==> src/rtl/clock_set_ctrl.sv <==
// rtl/clock_set_ctrl.sv - button debounce, RUN/EDIT field select, inc/dec command and blink control
// Optional auto-repeat of held inc/dec buttons: CLOCK_SET_AUTOREPEAT_EN.
module clock_set_ctrl #(
  parameter int DEBOUNCE_CYC     = 1_000_000,
  parameter int REPEAT_DELAY_CYC = 25_000_000,
  parameter int REPEAT_RATE_CYC  = 6_250_000,
  parameter int BLINK_CYC        = 12_500_000
) (
  input  logic       clk,
  input  logic       rst_n,
  input  logic       sw_mode,
  input  logic       butt_change,
  input  logic       butt_increase,
  input  logic       butt_decrease,
  output logic       edit_active,
  output logic [2:0] field_id,
  output logic       inc_pulse,
  output logic       dec_pulse,
  output logic       led0,
  output logic       led1,
  output logic [7:0] blink_mask
);

  typedef enum logic [1:0] {ST_RUN = 2'b00, ST_EDIT1 = 2'b01, ST_EDIT2 = 2'b10, ST_EDIT3 = 2'b11} state_t;

  localparam int DB_W  = $clog2(DEBOUNCE_CYC + 1);
  localparam int BLK_W = $clog2(BLINK_CYC + 1);
  localparam logic [DB_W-1:0]  DB_LAST  = DB_W'(DEBOUNCE_CYC - 1);
  localparam logic [BLK_W-1:0] BLK_LAST = BLK_W'(BLINK_CYC - 1);

  // Button index: 0 change, 1 increase, 2 decrease; all active-low.
  logic [2:0]      w_raw;
  logic [2:0]      r_sync1, r_sync2, r_acc, r_acc_d, r_press;
  logic [DB_W-1:0] r_db_cnt [3];
  logic            r_mode_s1, r_mode_s2, r_mode_d;

  assign w_raw = {butt_decrease, butt_increase, butt_change};

  always_ff @(posedge clk or negedge rst_n) begin
    if (!rst_n) begin
      r_sync1   <= '1;
      r_sync2   <= '1;
      r_acc     <= '1;
      r_acc_d   <= '1;
      r_press   <= '0;
      r_mode_s1 <= 1'b0;
      r_mode_s2 <= 1'b0;
      r_mode_d  <= 1'b0;
      for (int i = 0; i < 3; i++) r_db_cnt[i] <= '0;
    end else begin
      r_sync1   <= w_raw;
      r_sync2   <= r_sync1;
      r_acc_d   <= r_acc;
      r_press   <= r_acc_d & ~r_acc;
      r_mode_s1 <= sw_mode;
      r_mode_s2 <= r_mode_s1;
      r_mode_d  <= r_mode_s2;
      for (int i = 0; i < 3; i++) begin
        if (r_sync2[i] == r_acc[i]) begin
          r_db_cnt[i] <= '0;
        end else if (r_db_cnt[i] == DB_LAST) begin
          r_acc[i]    <= r_sync2[i];
          r_db_cnt[i] <= '0;
        end else begin
          r_db_cnt[i] <= r_db_cnt[i] + 1'b1;
        end
      end
    end
  end

  state_t           r_state, w_state_nxt;
  logic             r_edit, r_inc, r_dec, r_phase, w_phase_nxt;
  logic [2:0]       r_field;
  logic [7:0]       r_mask;
  logic [BLK_W-1:0] r_blk_cnt, w_blk_cnt_nxt;
  logic             w_edit_now, w_mode_chg, w_both, w_cmd_ok, w_state_chg;
  logic             w_inc, w_dec, w_rep_inc, w_rep_dec;

  function automatic logic [2:0] f_field(input state_t s, input logic cal);
    f_field = (s == ST_RUN) ? 3'd0 : ({1'b0, s} + (cal ? 3'd3 : 3'd0));
  endfunction

  function automatic logic [7:0] f_digits(input logic [2:0] f);
    case (f)
      3'd1, 3'd4: f_digits = 8'hC0;
      3'd2, 3'd5: f_digits = 8'h30;
      3'd3:       f_digits = 8'h0C;
      3'd6:       f_digits = 8'h0F;
      default:    f_digits = 8'h00;
    endcase
  endfunction

  assign w_edit_now  = (r_state != ST_RUN);
  assign w_mode_chg  = r_mode_s2 ^ r_mode_d;
  assign w_both      = ~r_acc[1] & ~r_acc[2];
  // A change press or a view switch wins over any inc/dec command in the same cycle.
  assign w_cmd_ok    = w_edit_now && !w_mode_chg && !r_press[0] && !w_both;
  assign w_inc       = w_cmd_ok && (r_press[1] || w_rep_inc);
  assign w_dec       = w_cmd_ok && (r_press[2] || w_rep_dec);
  assign w_state_chg = (w_state_nxt != r_state);

  always_comb begin
    w_state_nxt = r_state;
    if (w_edit_now && w_mode_chg) w_state_nxt = ST_RUN;
    else if (r_press[0])          w_state_nxt = state_t'(r_state + 2'd1);
  end

  // Blink phase restarts visible on each field entry and on each command.
  always_comb begin
    w_blk_cnt_nxt = '0;
    w_phase_nxt   = 1'b0;
    if (w_state_nxt != ST_RUN && !w_state_chg && !w_inc && !w_dec) begin
      if (r_blk_cnt == BLK_LAST) begin
        w_phase_nxt = ~r_phase;
      end else begin
        w_blk_cnt_nxt = r_blk_cnt + 1'b1;
        w_phase_nxt   = r_phase;
      end
    end
  end

  always_ff @(posedge clk or negedge rst_n) begin
    if (!rst_n) begin
      r_state   <= ST_RUN;
      r_edit    <= 1'b0;
      r_field   <= 3'd0;
      r_inc     <= 1'b0;
      r_dec     <= 1'b0;
      r_blk_cnt <= '0;
      r_phase   <= 1'b0;
      r_mask    <= 8'h00;
    end else begin
      r_state   <= w_state_nxt;
      r_edit    <= (w_state_nxt != ST_RUN);
      r_field   <= f_field(w_state_nxt, r_mode_s2);
      r_inc     <= w_inc;
      r_dec     <= w_dec;
      r_blk_cnt <= w_blk_cnt_nxt;
      r_phase   <= w_phase_nxt;
      r_mask    <= w_phase_nxt ? f_digits(f_field(w_state_nxt, r_mode_s2)) : 8'h00;
    end
  end

`ifdef CLOCK_SET_AUTOREPEAT_EN
  localparam int REP_MAX = (REPEAT_DELAY_CYC > REPEAT_RATE_CYC) ? REPEAT_DELAY_CYC : REPEAT_RATE_CYC;
  localparam int REP_W   = $clog2(REP_MAX + 1);
  localparam logic [REP_W-1:0] DLY_LAST  = REP_W'(REPEAT_DELAY_CYC - 1);
  localparam logic [REP_W-1:0] RATE_LAST = REP_W'(REPEAT_RATE_CYC - 1);

  // Index 0 tracks increase, 1 tracks decrease; r_rep_first selects the initial hold delay.
  logic [1:0]       r_rep_act, r_rep_first, w_fire;
  logic [REP_W-1:0] r_rep_cnt [2];

  assign w_fire    = {w_dec, w_inc};
  assign w_rep_inc = r_rep_act[0] && !r_acc[1] &&
                     (r_rep_cnt[0] == (r_rep_first[0] ? DLY_LAST : RATE_LAST));
  assign w_rep_dec = r_rep_act[1] && !r_acc[2] &&
                     (r_rep_cnt[1] == (r_rep_first[1] ? DLY_LAST : RATE_LAST));

  always_ff @(posedge clk or negedge rst_n) begin
    if (!rst_n) begin
      r_rep_act   <= '0;
      r_rep_first <= '0;
      for (int b = 0; b < 2; b++) r_rep_cnt[b] <= '0;
    end else begin
      for (int b = 0; b < 2; b++) begin
        if (w_fire[b]) begin
          r_rep_cnt[b]   <= '0;
          r_rep_act[b]   <= 1'b1;
          r_rep_first[b] <= r_press[b+1];
        end else if (r_acc[b+1] || !w_edit_now || w_state_chg || w_both) begin
          r_rep_cnt[b] <= '0;
          r_rep_act[b] <= 1'b0;
        end else if (r_rep_act[b]) begin
          r_rep_cnt[b] <= r_rep_cnt[b] + 1'b1;
        end
      end
    end
  end
`else
  assign w_rep_inc = 1'b0;
  assign w_rep_dec = 1'b0;
  // Repeat timing is inert here; the parameters stay so instantiations are build-independent.
  if (REPEAT_DELAY_CYC < 1 || REPEAT_RATE_CYC < 1) begin : g_repeat_inert
  end
`endif

  assign edit_active = r_edit;
  assign field_id    = r_field;
  assign inc_pulse   = r_inc;
  assign dec_pulse   = r_dec;
  assign led0        = r_state[0];
  assign led1        = r_state[1];
  assign blink_mask  = r_mask;

endmodule
==> config.mk <==
export PLATFORM = sky130hd
export DESIGN_NAME = clock_set_ctrl
export DESIGN_NICKNAME = d
export VERILOG_FILES = /design/src/rtl/clock_set_ctrl.sv
export SDC_FILE = /design/constraint.sdc
export NUM_CORES = 1
export LEC_CHECK = 0
export ABC_AREA = 1
export CELL_PAD_IN_SITES_DETAIL_PLACEMENT = 2
export CELL_PAD_IN_SITES_GLOBAL_PLACEMENT = 2
export CORE_UTILIZATION = 30
export DETAILED_ROUTE_END_ITERATION = 7
export GPL_ROUTABILITY_DRIVEN = 1
export PLACE_DENSITY = 0.66
export SETUP_SLACK_MARGIN = 0.15
export SLEW_MARGIN = 20
export SYNTH_ARGS = -nofsm -noshare
export SYNTH_HDL_FRONTEND = slang
export SYNTH_SLANG_ARGS = --single-unit
export TNS_END_PERCENT = 1
==> constraint.sdc <==
create_clock -name clk -period 2 [get_ports clk]
set_input_delay 0.5 -clock clk [delete_from_list [all_inputs] [get_ports clk]]
set_output_delay 0.5 -clock clk [all_outputs]
set_load 0.05 [all_outputs]
==> reports/qor.csv, run 1 <==
metric;value;unit
status;complete, but fails checks;
violations;setup timing;
dpl_cell_area;6753;um2
crit_top_cell;inv_2;
rsz0062_at_grt;true;
synthMuxAreaShare;0;
fin_skew;0.006747;ns
synthAdderAreaFrac;0.01568;
overflow;0;
power_switching_share;0.2229;
fillCellCount;2267;
cts-root-buf;clkbuf_16;
maxSlewViolCount;0;
rows;51;
cp-end-kind;flop;
synth.net_count;784;
synth_cells;771;
die_area;20790;um2
pwr-share-clk;0.563;
grt_max_degree;33;
fin_ws;-0.08547;ns
hold_class;in2async;
max_stage_delay;0.58;ns
final_net_count;837;
p_switching;1.297;mW
ys_seq_elements;115;
seq_area;2895;um2
postCtsHoldBufs;0;
grt_pass1_vias;5973;
fin_total_pwr;5.819;mW
comb_power_share;0.028;
cts.sinks;115;
synth-xor-area-share;0.04621;
cts_buffers;17;
seq_area_frac_synth;0.4770;
synth_compound_area_frac;0.03549;
synth.distinct_cells;35;
drtIter0Drc;124;
antenna_found_initial;0;
p_per_area;785.4;nW/um2
clock_path_buffers;2;
maxSlewHeadroom;0.6709;
start_util;0.3086;
drc_errors;0;
yosys_warnings;0;
period_share;1.043;
finalHoldViolCount;0;
critical_path_required;2.35;ns
synth_ff_type;dfrtp_1;
io_buffers;21;
synthArstFlopShare;1.000;
diodes;0;
multi_input_area;2754;um2
routabilityCongestion;0.8106;
start_kind;flop;
drtAntennaViolNets;0;
synth_area;6065;um2
firstDrtPassIters;4;
coreArea;19650;um2
post-place-ws;-0.1600;ns
synth_top_family_by_area;simple AND/OR/NAND/NOR gates;
seqPwrFrac;0.408;
drive_above_1_share;0.1649;
vias;5221;
final_cell_area;7408;um2
io_pins;22;
clk_pin_slew;0.06;ns
die_x;144.2;um
crit_type;reg2reg;
worstPathArrival;2.44;ns
routed_wl;17330;um
leakage;3.242;nW
cap_violations;0;
h-tree-depth;4;
avgSynthCellArea;7.866;um2
cts_tree;done;
fmax;479.5;MHz
fin_crit;2.085;ns
grt_pass1_wl;29630;um
die_h;144.2;um
yosys.area_share.simple;0.3450;
clock_latency;0.42;ns
setup_viol_count_final;4;
grt_usage;0.1862;
worstMarginPinSlew;0.4956;ns
cp_cell_sequence;inv_2, ha_4, inv_4, nand3_4, nand2_4, inv_4, ha_4, inv_2, fa_2, inv_2, o211ai_1, nand2_1, nor2_1;
peakVddDrop;0.5535;mV
critPathMaxFanout;3;
dpl.hpwl;12750;um
synth_edf_count;0;
p_int;4.522;mW
wl_per_cell;15.73;um
slowest_stage;fa_2;
area_growth;22.16;%
detail_route.vias_per_cell;4.738;
sequential cells by signal, summed over array words and instances, names as in the netlist:
name         flops
r_db_cnt        60
r_blk_cnt       24
blink_mask       4
field_id         3
r_acc            3
r_acc_d          3
r_press          3
r_sync1          3
r_sync2          3
r_state          2
dec_pulse        1
edit_active      1
inc_pulse        1
r_mode_d         1
r_mode_s1        1
r_mode_s2        1
r_phase          1
per-stage QoR:
step                      TNS [ns]    util  cells  hold WS (ns)
after floorplan            -0.2454       -    771        0.2044
after global placement    -0.02983  0.3436   1067        0.3464
after detailed placement   -0.2401  0.3436   1067        0.3473
after CTS                 -0.08196  0.3755   1099       0.01181
after global routing       -0.7112  0.3769   1102       0.02699
final                      -0.2632  0.3769   1102       0.01313
cell families (layout without fill, tap and decap cells):
family                   Yosys count  count (layout)
AO/OA/AOI/OAI                     39              39
adder cells (fa/ha/maj)            7               7
AND/OR/NAND/NOR                  455             455
XOR/XNOR                          32              32
buffers and inverters            123             189
flip-flops                       115             115
placed cells by master, fill, tap and decap left out, drive strengths merged, types with 2 or more instances in the layout:
master / count
clkinvlp: 6
nand2: 181
ha: 6
bufinv: 4
clkinv: 3
inv: 116
nor2: 159
dlygate4sd2: 8
nor3b: 4
buf: 23
clkdlybuf4s50: 4
a31oi: 3
nand3: 49
dfrtp: 103
o21bai: 4
o211ai: 2
xnor2: 11
clkbuf: 23
xor2: 21
dfstp: 12
a21oi: 19
nand3b: 3
nand4: 19
o21ai: 10
clkdlybuf4s15: 2
nor3: 38
cells in the mapped netlist, types with 2 or more instances:
library cell	number	area share
a21oi_1	19	0.016
a31oi_1	3	0.0031
buf_4	5	0.0062
dfrtp_1	103	0.43
dfstp_2	12	0.052
ha_1	6	0.012
inv_1	108	0.067
inv_2	8	0.0050
nand2_1	172	0.11
nand2_2	7	0.0072
nand2_4	2	0.0037
nand3_1	43	0.035
nand3_2	6	0.0099
nand3b_1	3	0.0037
nand4_1	19	0.020
nor2_1	137	0.085
nor2_2	17	0.018
nor2_4	5	0.0093
nor3_1	32	0.026
nor3_2	3	0.0050
nor3_4	3	0.0080
nor3b_1	3	0.0037
o211ai_1	2	0.0025
o21ai_0	9	0.0074
o21bai_1	4	0.0050
xnor2_1	11	0.016
xor2_1	21	0.030
area by class of cell:
cell class | instances | area share
tap | 265 | 0.04476
timing repair buffer | 41 | 0.04864
inverter | 116 | 0.05945
clock buffer | 19 | 0.05979
multi-input combinational | 533 | 0.3717
sequential | 115 | 0.3908
clock inverter | 13 | 0.02483
critical path, delay by kind of cell (launching register included):
kind	cells	cell delay [ns]
fa+ha+maj	3	0.84
flops	1	0.43
simple gates	4	0.30
compound gates	1	0.18
buf+inv	5	0.28
per-layer routing:
| layer | up-vias | wire length, um | GRT usage |
|---|---|---|---|
| li1 | 2513 | - | - |
| met1 | 2642 | 7638 | 0.2164 |
| met2 | 45 | 9072 | 0.3410 |
| met3 | 21 | 364 | 0.03146 |
| met4 | 0 | 257 | 0.06870 |
| met5 | - | 0 | 0 |
final timing paths:
check,slack [ns],cells after the start,end,from
setup / recovery,-0.09,13,blink_mask[5],r_state[0]
hold / removal,0.01,1,r_db_cnt[4],rst_n
setup reg to reg,-0.09,13,blink_mask[5],r_state[0]
hold reg to reg,0.36,0,r_sync2[2],r_sync1[2]
min in group clk,0.36,0,r_sync2[2],r_sync1[2]
max in group asynchronous,1.38,2,r_acc_d[0],rst_n
power by group through the flow:
stage	sequential [mW]	clock [mW]	combinational [mW]
floorplan	2.41	0	0.0609
global placement	2.41	0	0.161
detailed placement	2.42	0	0.169
CTS	2.38	3.37	0.171
global route	2.38	3.46	0.190
finish	2.38	3.28	0.164
repair_timing:
item                                    4_1_cts  5_1_grt
gates resized for setup                      21       13
pin swaps                                     4        5
hold endpoints to repair                      0        0
setup buffers                                 0        3
endpoints found under the setup margin       20       31
No activity file was read; power rests on OpenSTA's default activity.
==> run 2: changes to the inputs <==
--- a/config.mk
+++ b/config.mk
@@ -9,10 +9,12 @@
 export CELL_PAD_IN_SITES_DETAIL_PLACEMENT = 2
 export CELL_PAD_IN_SITES_GLOBAL_PLACEMENT = 2
 export CORE_UTILIZATION = 30
+export CTS_BUF_LIST = sky130_fd_sc_hd__clkbuf_16
 export DETAILED_ROUTE_END_ITERATION = 7
 export GPL_ROUTABILITY_DRIVEN = 1
 export PLACE_DENSITY = 0.66
 export SETUP_SLACK_MARGIN = 0.15
+export SKIP_LAST_GASP = 1
 export SLEW_MARGIN = 20
 export SYNTH_ARGS = -nofsm -noshare
 export SYNTH_HDL_FRONTEND = slang
==> run 2 against run 1 <==
  * Largest power group unchanged
  * Worst hold slack gained 0.00077 ns
  * Sequential share of layout area grew 0.17 points
  * Final cell count shrank 0.27%
  * Highest routed layer unchanged
  * The run still ends with setup timing left
==> reports/qor.csv, run 2 (synthesized netlist as in run 1, its figures left out) <==
metric;value;unit;change
drive_above_1_share;0.1511;;-0.01380
grt_usage;0.1828;;-0.003409
final_common_cell;nand2_1;;
multi_input_area;2733;um2;-0.77%
slowest_stage;clkdlybuf4s50_1;;
cts.sinks;115;;unchanged
die_area;20790;um2;unchanged
cts_buffers;17;;unchanged
rsz0062_at_grt;true;;
largest_reg_flops;60;;unchanged
overflow;0;;unchanged
drtAntennaViolNets;0;;unchanged
critPathMaxFanout;2;;-1
h-tree-depth;4;;unchanged
clock_path_buffers;2;;unchanged
violations;setup timing;;
diodes;0;;unchanged
hold_class;in2async;;
grt_pass1_vias;5921;;-0.87%
io_pins;22;;unchanged
critical_path_required;1.50;ns;-0.85 ns
cp_top_family;buffers and inverters;;
final_net_count;834;;-0.36%
dpl.hpwl;12750;um;unchanged
setup_viol_count_final;14;;+10
drtIter0Drc;142;;+15%
cts_tree;done;;
cts-root-buf;clkbuf_16;;
final_cell_area;7377;um2;-0.42%
fmax;477.0;MHz;-0.52%
grt_pass1_wl;29090;um;-1.8%
fillCellCount;2261;;-0.26%
routabilityCongestion;0.8106;;unchanged
worstPathArrival;1.60;ns;-0.84 ns
antenna_found_initial;0;;unchanged
crit_type;reg2out;;
clk_pin_slew;0.06;ns;about the same
wl_per_cell;15.52;um;-1.3%
area_growth;21.64;%;
fin_skew;0.006767;ns;+0.00002015 ns
status;complete, but fails checks;;
firstDrtPassIters;4;;unchanged
cp-end-kind;primary output;;
leakage;3.175;nW;-2.1%
routed_wl;17060;um;-1.6%
peakVddDrop;0.5566;mV;+0.55%
top_register;r_db_cnt;;
vias;5197;;-0.46%
dpl_cell_area;6753;um2;unchanged
cp.buffers_inverters;1;;-4
grt_max_degree;33;;unchanged
post_cts_buffers;0;;unchanged
max_stage_delay;0.81;ns;+0.23 ns
fin_crit;2.096;ns;+0.01085 ns
die_h;144.2;um;unchanged
start_util;0.3086;;unchanged
die_x;144.2;um;unchanged
start_kind;flop;;
cap_violations;0;;unchanged
maxSlewViolCount;0;;unchanged
fin_ws;-0.09632;ns;-0.01085 ns
finalHoldViolCount;0;;unchanged
period_share;1.048;;+0.005426
io_buffers;21;;unchanged
cp_cell_sequence;clkdlybuf4s50_1;;
rows;51;;unchanged
p_per_area;781.3;nW/um2;-0.52%
detail_route.vias_per_cell;4.729;;-0.19%
seq_area;2895;um2;unchanged
stdcell_count;1099;;-0.27%
clock_latency;0.42;ns;about the same
dp.cells;1067;;unchanged
maxSlewHeadroom;0.6654;;-0.005516
drc_errors;0;;unchanged
layout_common_cells;nand2_1, nor2_1, inv_1;;
holdWs;0.01390;ns;+0.0007736 ns
coreArea;19650;um2;unchanged
worstMarginPinSlew;0.5003;ns;+0.004738 ns
-- run 2: what timing repair did --
action / CTS / global route
resized for setup: 3 / 1
pin swaps: 1 / 1
setup endpoints to repair: 20 / 39
hold buffers: 0 / 0
-- run 2: final cells by class --
class	instances	share of cell area
timing repair buffer	38	0.04953
clock buffer	17	0.05767
clock inverter	15	0.02595
tap	265	0.04495
sequential	115	0.3925
multi-input combinational	533	0.3704
inverter	116	0.05902
-- run 2: per-stage QoR --
| step | setup TNS (ns) | util | power [mW] | setup slack (ns) |
|---|---|---|---|---|
| finish | -0.7219 | 0.3754 | 5.764 | -0.09632 |
| global route | -1.577 | 0.3754 | 5.980 | -0.1873 |
| CTS | -1.138 | 0.3752 | 5.868 | -0.1167 |
| detailed placement | -0.2401 | 0.3436 | 2.586 | -0.1600 |
| global placement | -0.02983 | 0.3436 | 2.576 | -0.02983 |
| floorplan | -0.2454 | - | 2.474 | -0.1532 |
-- run 2: where the power goes --
group          internal (mW)  total, mW  switching, mW
sequential              2.36       2.38         0.0191
clock                   2.07       3.23           1.16
combinational         0.0514      0.161          0.110
total                   4.48       5.76           1.29
-- run 2: layer usage --
layer / part of all wire / global-route usage / routed length (um)
met5: 0 / 0 / 0
met4: 0.015 / 0.06870 / 251
met3: 0.021 / 0.03146 / 354
met2: 0.52 / 0.3336 / 8835
met1: 0.45 / 0.2125 / 7614
-- run 2: final timing paths --
kind / endpoint / depth (start not counted) / startpoint / slack (ns)
setup / recovery: blink_mask[1] / 1 / blink_mask[1] / -0.1
hold / removal: r_db_cnt[4] / 1 / rst_n / 0.01
setup reg to reg: blink_mask[5] / 13 / r_state[0] / -0.05
hold reg to reg: r_sync2[2] / 0 / r_sync1[2] / 0.36
max in group asynchronous: r_acc_d[0] / 2 / rst_n / 1.37
min in group clk: r_sync2[2] / 0 / r_sync1[2] / 0.36
==> run 3: changes to the inputs <==
--- a/config.mk
+++ b/config.mk
@@ -12,7 +12,7 @@
 export CTS_BUF_LIST = sky130_fd_sc_hd__clkbuf_16
 export DETAILED_ROUTE_END_ITERATION = 7
 export GPL_ROUTABILITY_DRIVEN = 1
-export PLACE_DENSITY = 0.66
+export PLACE_DENSITY = 0.64
 export SETUP_SLACK_MARGIN = 0.15
 export SKIP_LAST_GASP = 1
 export SLEW_MARGIN = 20
==> constraint.sdc (replaced) <==
create_clock -name clk -period 2.2 [get_ports clk]
set_input_delay 0.55 -clock clk [delete_from_list [all_inputs] [get_ports clk]]
set_output_delay 0.55 -clock clk [all_outputs]
set_load 0.05 [all_outputs]
==> run 3 against run 2 <==
  * The flow now finishes without violations
  * Global-route usage is 0.16 points lower
  * Non-clock buffer count is 8 lower
  * Register-to-register slack better by 0.17 ns
  * Critical path depth unchanged
  * Count of clock-buffer cells in the layout unchanged
  * Total power decreased by 11%
  * Sequential share of layout area grew 0.41 points
  * Routed wire length is 2.2% lower
  * Critical endpoint is now blink_mask[7]
  * Largest cell class unchanged
  * Highest routed layer unchanged
==> reports/qor.csv, run 3 (synthesized netlist as in run 1, its figures left out) <==
metric;value;unit;change
postCtsHoldBufs;0;;unchanged
overflow;0;;unchanged
drive_above_1_share;0.1416;;-0.009433
critPathMaxFanout;2;;unchanged
setup_viol_count_final;0;;-14
worstMarginPinSlew;0.5501;ns;+0.04980 ns
grt_pass1_wl;28820;um;-0.92%
fin_crit;2.148;ns;
start_util;0.3086;;unchanged
h-tree-depth;4;;unchanged
crit_type;reg2out;;
stdcell_count;1091;;-0.73%
layout_common_cells;nand2_1, nor2_1, inv_1;;
final_net_count;826;;-0.96%
holdWs;0.09290;ns;+0.07900 ns
period_share;0.9765;;
clock_path_buffers;2;;unchanged
finalHoldViolCount;0;;unchanged
leakage;3.140;nW;-1.1%
wl_per_cell;15.29;um;-1.5%
coreArea;19650;um2;unchanged
fmax;465.5;MHz;
peakVddDrop;0.4362;mV;-22%
slowest_stage;clkdlybuf4s50_1;;
io_buffers;21;;unchanged
rrSetupSlack;0.12;ns;+0.17 ns
fin_skew;0.008257;ns;+0.001490 ns
rows;51;;unchanged
cp_cell_sequence;clkdlybuf4s50_1;;
area_growth;20.42;%;
fillCellCount;2282;;+0.93%
worstPathArrival;1.60;ns;about the same
drtAntennaViolNets;0;;unchanged
grt_pass1_vias;5847;;-1.2%
drc_errors;0;;unchanged
start_kind;flop;;
routed_wl;16690;um;-2.2%
clk_pin_slew;0.06;ns;about the same
drtIter0Drc;136;;-4.2%
cp.buffers_inverters;1;;unchanged
cts.sinks;115;;unchanged
die_x;144.2;um;unchanged
top_register;r_db_cnt;;
cap_violations;0;;unchanged
maxSlewViolCount;0;;unchanged
r2r-end;blink_mask[5];;
status;finished clean;;
detail_route.vias_per_cell;4.680;;-1.0%
cts_buffers;17;;unchanged
cp_top_family;buffers and inverters;;
cts-root-buf;clkbuf_16;;
grt_usage;0.1812;;-0.001616
cts_tree;done;;
post_cts_buffers;0;;unchanged
vias;5106;;-1.8%
dp.cells;1059;;-0.75%
critical_path_required;1.65;ns;+0.15 ns
antenna_found_initial;0;;unchanged
diodes;0;;unchanged
routabilityCongestion;0.7711;;-4.9%
cp-end-kind;primary output;;
hold_class;in2async;;
r2r_cells;13;;unchanged
rsz0062_at_grt;true;;
die_h;144.2;um;unchanged
max_stage_delay;0.82;ns;about the same
largest_reg_flops;60;;unchanged
final_common_cell;nand2_1;;
io_pins;22;;unchanged
dpl.hpwl;12630;um;-0.88%
die_area;20790;um2;unchanged
rr_startpoint;r_state[0];;
p_per_area;701.5;nW/um2;-10%
grt_max_degree;36;;+9.1%
clock_latency;0.42;ns;about the same
maxSlewHeadroom;0.6326;;-0.03276
firstDrtPassIters;4;;unchanged
==> run 3: metal layers <==
metal | up-vias | wire length [um] | track usage
li1 | 2498 | - | -
met1 | 2569 | 7503 | 0.2115
met2 | 24 | 8731 | 0.3298
met3 | 15 | 272 | 0.03642
met4 | 0 | 179 | 0.05873
met5 | - | 0 | 0
==> run 3: how the worst max path moves through the flow <==
| stage | start | endpoint | slack, ns | cells past startpoint |
|---|---|---|---|---|
| after floorplan | r_state[1] | blink_mask[5] | 0.05 | 13 |
| after global placement | r_mode_s2 | blink_mask[5] | 0.10 | 12 |
| after detailed placement | r_mode_s2 | blink_mask[5] | 0.009 | 12 |
| after CTS | r_mode_s2 | blink_mask[5] | -0.03 | 12 |
| after global routing | r_state[0] | blink_mask[5] | -0.01 | 10 |
| final | blink_mask[6] | blink_mask[7] | 0.05 | 1 |
==> run 3: per-stage QoR <==
| stage | total power [mW] | setup WS (ns) | utilization | area, um2 | TNS [ns] |
|---|---|---|---|---|---|
| floorplan | 2.249 | 0.04681 | - | 6107 | 0 |
| global placement | 2.344 | 0.1006 | 0.3408 | 6698 | 0 |
| detailed placement | 2.352 | 0.008841 | 0.3408 | 6698 | 0 |
| CTS | 5.222 | -0.02553 | 0.3709 | 7289 | -0.03171 |
| global route | 5.318 | -0.01142 | 0.3716 | 7303 | -0.02142 |
| finish | 5.123 | 0.05170 | 0.3716 | 7303 | 0 |
==> run 3: repair_timing <==
| item | 4_1_cts | 5_1_grt |
|---|---|---|
| resized for setup | 1 | 5 |
| pin swaps | 0 | 1 |
| setup endpoints to repair | 20 | 19 |
==> run 3: final cells by class <==
type,count,area (um2),share of cell area
Inverter,116,435.4,0.05962
Sequential cell,115,2897,0.3966
Timing Repair Buffer,30,314.1,0.04300
Multi-Input combinational cell,533,2733,0.3742
Clock inverter,15,167.7,0.02296
Tap cell,265,331.6,0.04540
Clock buffer,17,425.4,0.05825
==> run 3: report_power, final <==
group / internal [mW] / leakage, nW / switching (mW)
clock: 1.76 / 0.281 / 1.05
combinational: 0.0467 / 1.31 / 0.0982
sequential: 2.14 / 1.55 / 0.0188
==> patch: new RTL, flow settings as in run 1 <==
Put one more register stage on the output `field_id`, cleared by the reset. The value now appears one clock later. The other outputs are not delayed to match.
--- a/src/rtl/clock_set_ctrl.sv
+++ b/src/rtl/clock_set_ctrl.sv
@@ -186,7 +186,13 @@
 `endif
 
   assign edit_active = r_edit;
-  assign field_id    = r_field;
+  always_ff @(posedge clk or negedge rst_n) begin
+    if (!rst_n) begin
+      field_id <= '0;
+    end else begin
+      field_id <= r_field;
+    end
+  end
   assign inc_pulse   = r_inc;
   assign dec_pulse   = r_dec;
   assign led0        = r_state[0];
Function: no difference found for any inputs over 10 cycles, from zero or initial values and one cycle with rst_n low; that may be too few to reach the edited logic, so the function may still have changed.
==> patch against run 1 <==
The flow still finishes with violations (setup timing). Count of clock-buffer cells in the layout down 1. Worst setup slack better by 0.082 ns. Total power grew 2.3%. Non-clock buffer count rose by 5. Global-route usage up 0.40 points. Area after synthesis up 2.8%. Cell count increased by 3.2%. Design area increased by 3.2%. Largest power group unchanged. Routed wire length up 7.2%. Sequential cell count up 3. Combinational power is 4% higher. Synthesized cell count rose by 3.2%.
==> patch: results (changes against run 1) <==
| Item | This run | Delta |
| --- | --- | --- |
| Run status | complete, but fails checks | unchanged |
| Violations in the final reports | setup timing | unchanged |
| Maximum number of pins on one net before global-route repair | 34 | was 33 |
| # placed instances | 1,103 | was 1,067 |
| Post-Synth XOR/XNOR Area | 4.92% | was 4.62% |
| Post-placement worst setup slack | -0.127 ns | was -0.160 ns |
| Initial drt markers | 125 | was 124 |
| Total detailed-routing wirelength | 18,600 um | was 17,300 um |
| Cell family contributing the most delay on the critical path | adder cells | unchanged |
| Routed len/inst | 16.3 um | was 15.7 um |
| Syn Inst Count | 796 | was 771 |
| Routed length on met2 | 9860 um | was 9070 um |
| Maximum cell stage delay along the critical path | 0.54 ns | was 0.58 ns |
| Most area-consuming cells after synthesis | dfrtp_1 (43%), nand2_1 (10%), nor2_1 (9.7%), inv_1 (6.5%), dfstp_2 (5.1%) | was dfrtp_1 (43%), nand2_1 (11%), nor2_1 (8.5%), inv_1 (6.7%), dfstp_2 (5.2%) |
| Commonest cells post-synth | nand2_1 (170), nor2_1 (161), inv_1 (108), dfrtp_1 (106), nand3_1 (51) | was nand2_1 (172), nor2_1 (137), inv_1 (108), dfrtp_1 (103), nand3_1 (43) |
| Final setup margin | -0.00379 ns | was -0.0855 ns |
| Unique masters post-synth | 33 | was 35 |
| Compound-gate portion of the synthesized area | 3.13% | was 3.55% |
| Fin Clk Skew | 0.0119 ns | was 0.00675 ns |
| Met3 Usage GRT | 3.81% | was 3.15% |
| Switching portion of total power | 22.7% | was 22.3% |
| WL met3 | 380 um | was 364 um |
| Endpoints failing setup | 1 | was 4 |
| First-pass GRT wire length | 31,700 um | was 29,600 um |
| Fraction of the yosys area taken by sequential cells | 47.6% | was 47.7% |
| Worst-path maximum fanout | 2 | was 3 |
| Worst supply voltage drop on vdd | 0.492 mV | was 0.554 mV |
| Antenna cells | 0 | unchanged |
| Synthesized Nets | 809 | was 784 |
| GRT Overall Usage | 19.0% | was 18.6% |
| Nets | 867 | was 837 |
| Highest metal layer with signal wires | met4 | unchanged |
| Reg2Reg Launch Point | r_state[1] | was r_state[0] |
| Count of warnings emitted by yosys | 0 | unchanged |
| Routed vias | 5,381 | was 5,221 |
| Top register by number of flip-flops | r_db_cnt | unchanged |
| Routing usage on met1 | 21.6% | about the same |
| DP Wirelength | 14,000 um | was 12,700 um |
| Leakage power summed over all cells | 3.26 nW | was 3.24 nW |
| Slew @ Worst Pin | 0.588 ns | was 0.496 ns |
| Met2 usage | 34.7% | was 34.1% |
| Arrival time of data at the critical path endpoint | 2.36 ns | was 2.44 ns |
| Sum of negative setup slack | -0.00379 ns | was -0.263 ns |
| Final weighted congestion in routability-driven placement | 0.828 | was 0.811 |
| Wire length the detailed router placed on met1 | 7970 um | was 7640 um |
| Fraction of the mapped netlist area in adder cells | 1.53% | was 1.57% |
| Clock insertion delay at the later pin of the skew report | 0.43 ns |  |
| Number of global-route vias before repair | 6,240 | was 5,973 |
| Ratio of cells with drive above 1 in the final layout | 16.5% | about the same |
| Type of the tightest min-delay check | primary input to async pin | unchanged |
[patch: kinds of logic (layout without fill, tap and decap cells)]
group | after synthesis | count (layout)
buffers and inverters | 123 | 194
xor gates and xnor gates | 35 | 35
DFF | 118 | 118
AOI/OAI and AO/OA | 35 | 35
adders and majority gates | 7 | 7
and+or+nand+nor | 478 | 478
[patch: layout make-up]
| type | instances | area [sq um] |
|---|---|---|
| clock inverter | 14 | 198 |
| clock buffer | 18 | 439 |
| sequential | 118 | 2970 |
| multi-input combinational | 555 | 2860 |
| inverter | 116 | 440 |
| tap | 270 | 338 |
| timing repair buffer | 46 | 404 |
| fill | 2366 | 12700 |
[patch: worst max-delay path by stage]
| stage | cells after the start | slack (ns) | end | start |
|---|---|---|---|---|
| 2_1_floorplan | 13 | -0.17 | blink_mask[5] | r_state[1] |
| 3_3_place_gp | 13 | -0.04 | blink_mask[5] | r_state[1] |
| 3_5_place_dp | 12 | -0.13 | blink_mask[5] | r_mode_s2 |
| 4_1_cts | 13 | -0.05 | blink_mask[5] | r_state[1] |
| 5_1_grt | 13 | -0.11 | blink_mask[5] | r_state[1] |
| 6_report | 13 | -0.004 | blink_mask[5] | r_state[1] |
[patch: worst register-to-register path, stage by stage, from the launching register on]
cell and delay [ns]:
dfrtp_2 0.40, inv_2 0.08, ha_4 0.14, inv_4 0.04, nand3_4 0.06, nand2_4 0.06, inv_4 0.06, ha_4 0.12
inv_2 0.04, fa_2 0.54, inv_1 0.06, o211ai_1 0.16, nand2_1 0.09, nor2_1 0.10
[patch: per-stage QoR]
| stage | hold WS, ns | power [mW] | instance area (sq um) |
|---|---|---|---|
| 4_1_cts | 0.0109 | 6.05 | 7600 |
| 5_1_grt | 0.0190 | 6.16 | 7650 |
| 3_3_place_gp | 0.340 | 2.64 | 6940 |
| 2_1_floorplan | 0.204 | 2.53 | 6270 |
| 6_report | 0.00638 | 5.95 | 7650 |
| 3_5_place_dp | 0.339 | 2.65 | 6940 |
[patch: timing repair]
| item | 4_1_cts | 5_1_grt |
|---|---|---|
| gates cloned | 0 | 0 |
| hold buffers | 0 | 0 |
| pin swaps | 5 | 4 |
| gates resized for setup | 16 | 13 |
| setup buffers | 0 | 2 |
| endpoints found under the setup margin | 29 | 35 |
[patch: power by group through the flow]
stage | combinational (mW) | sequential, mW | clock, mW
global route | 0.195 | 2.44 | 3.53
finish | 0.171 | 2.44 | 3.34
floorplan | 0.0589 | 2.47 | 0
global placement | 0.164 | 2.48 | 0
CTS | 0.176 | 2.44 | 3.44
detailed placement | 0.172 | 2.48 | 0
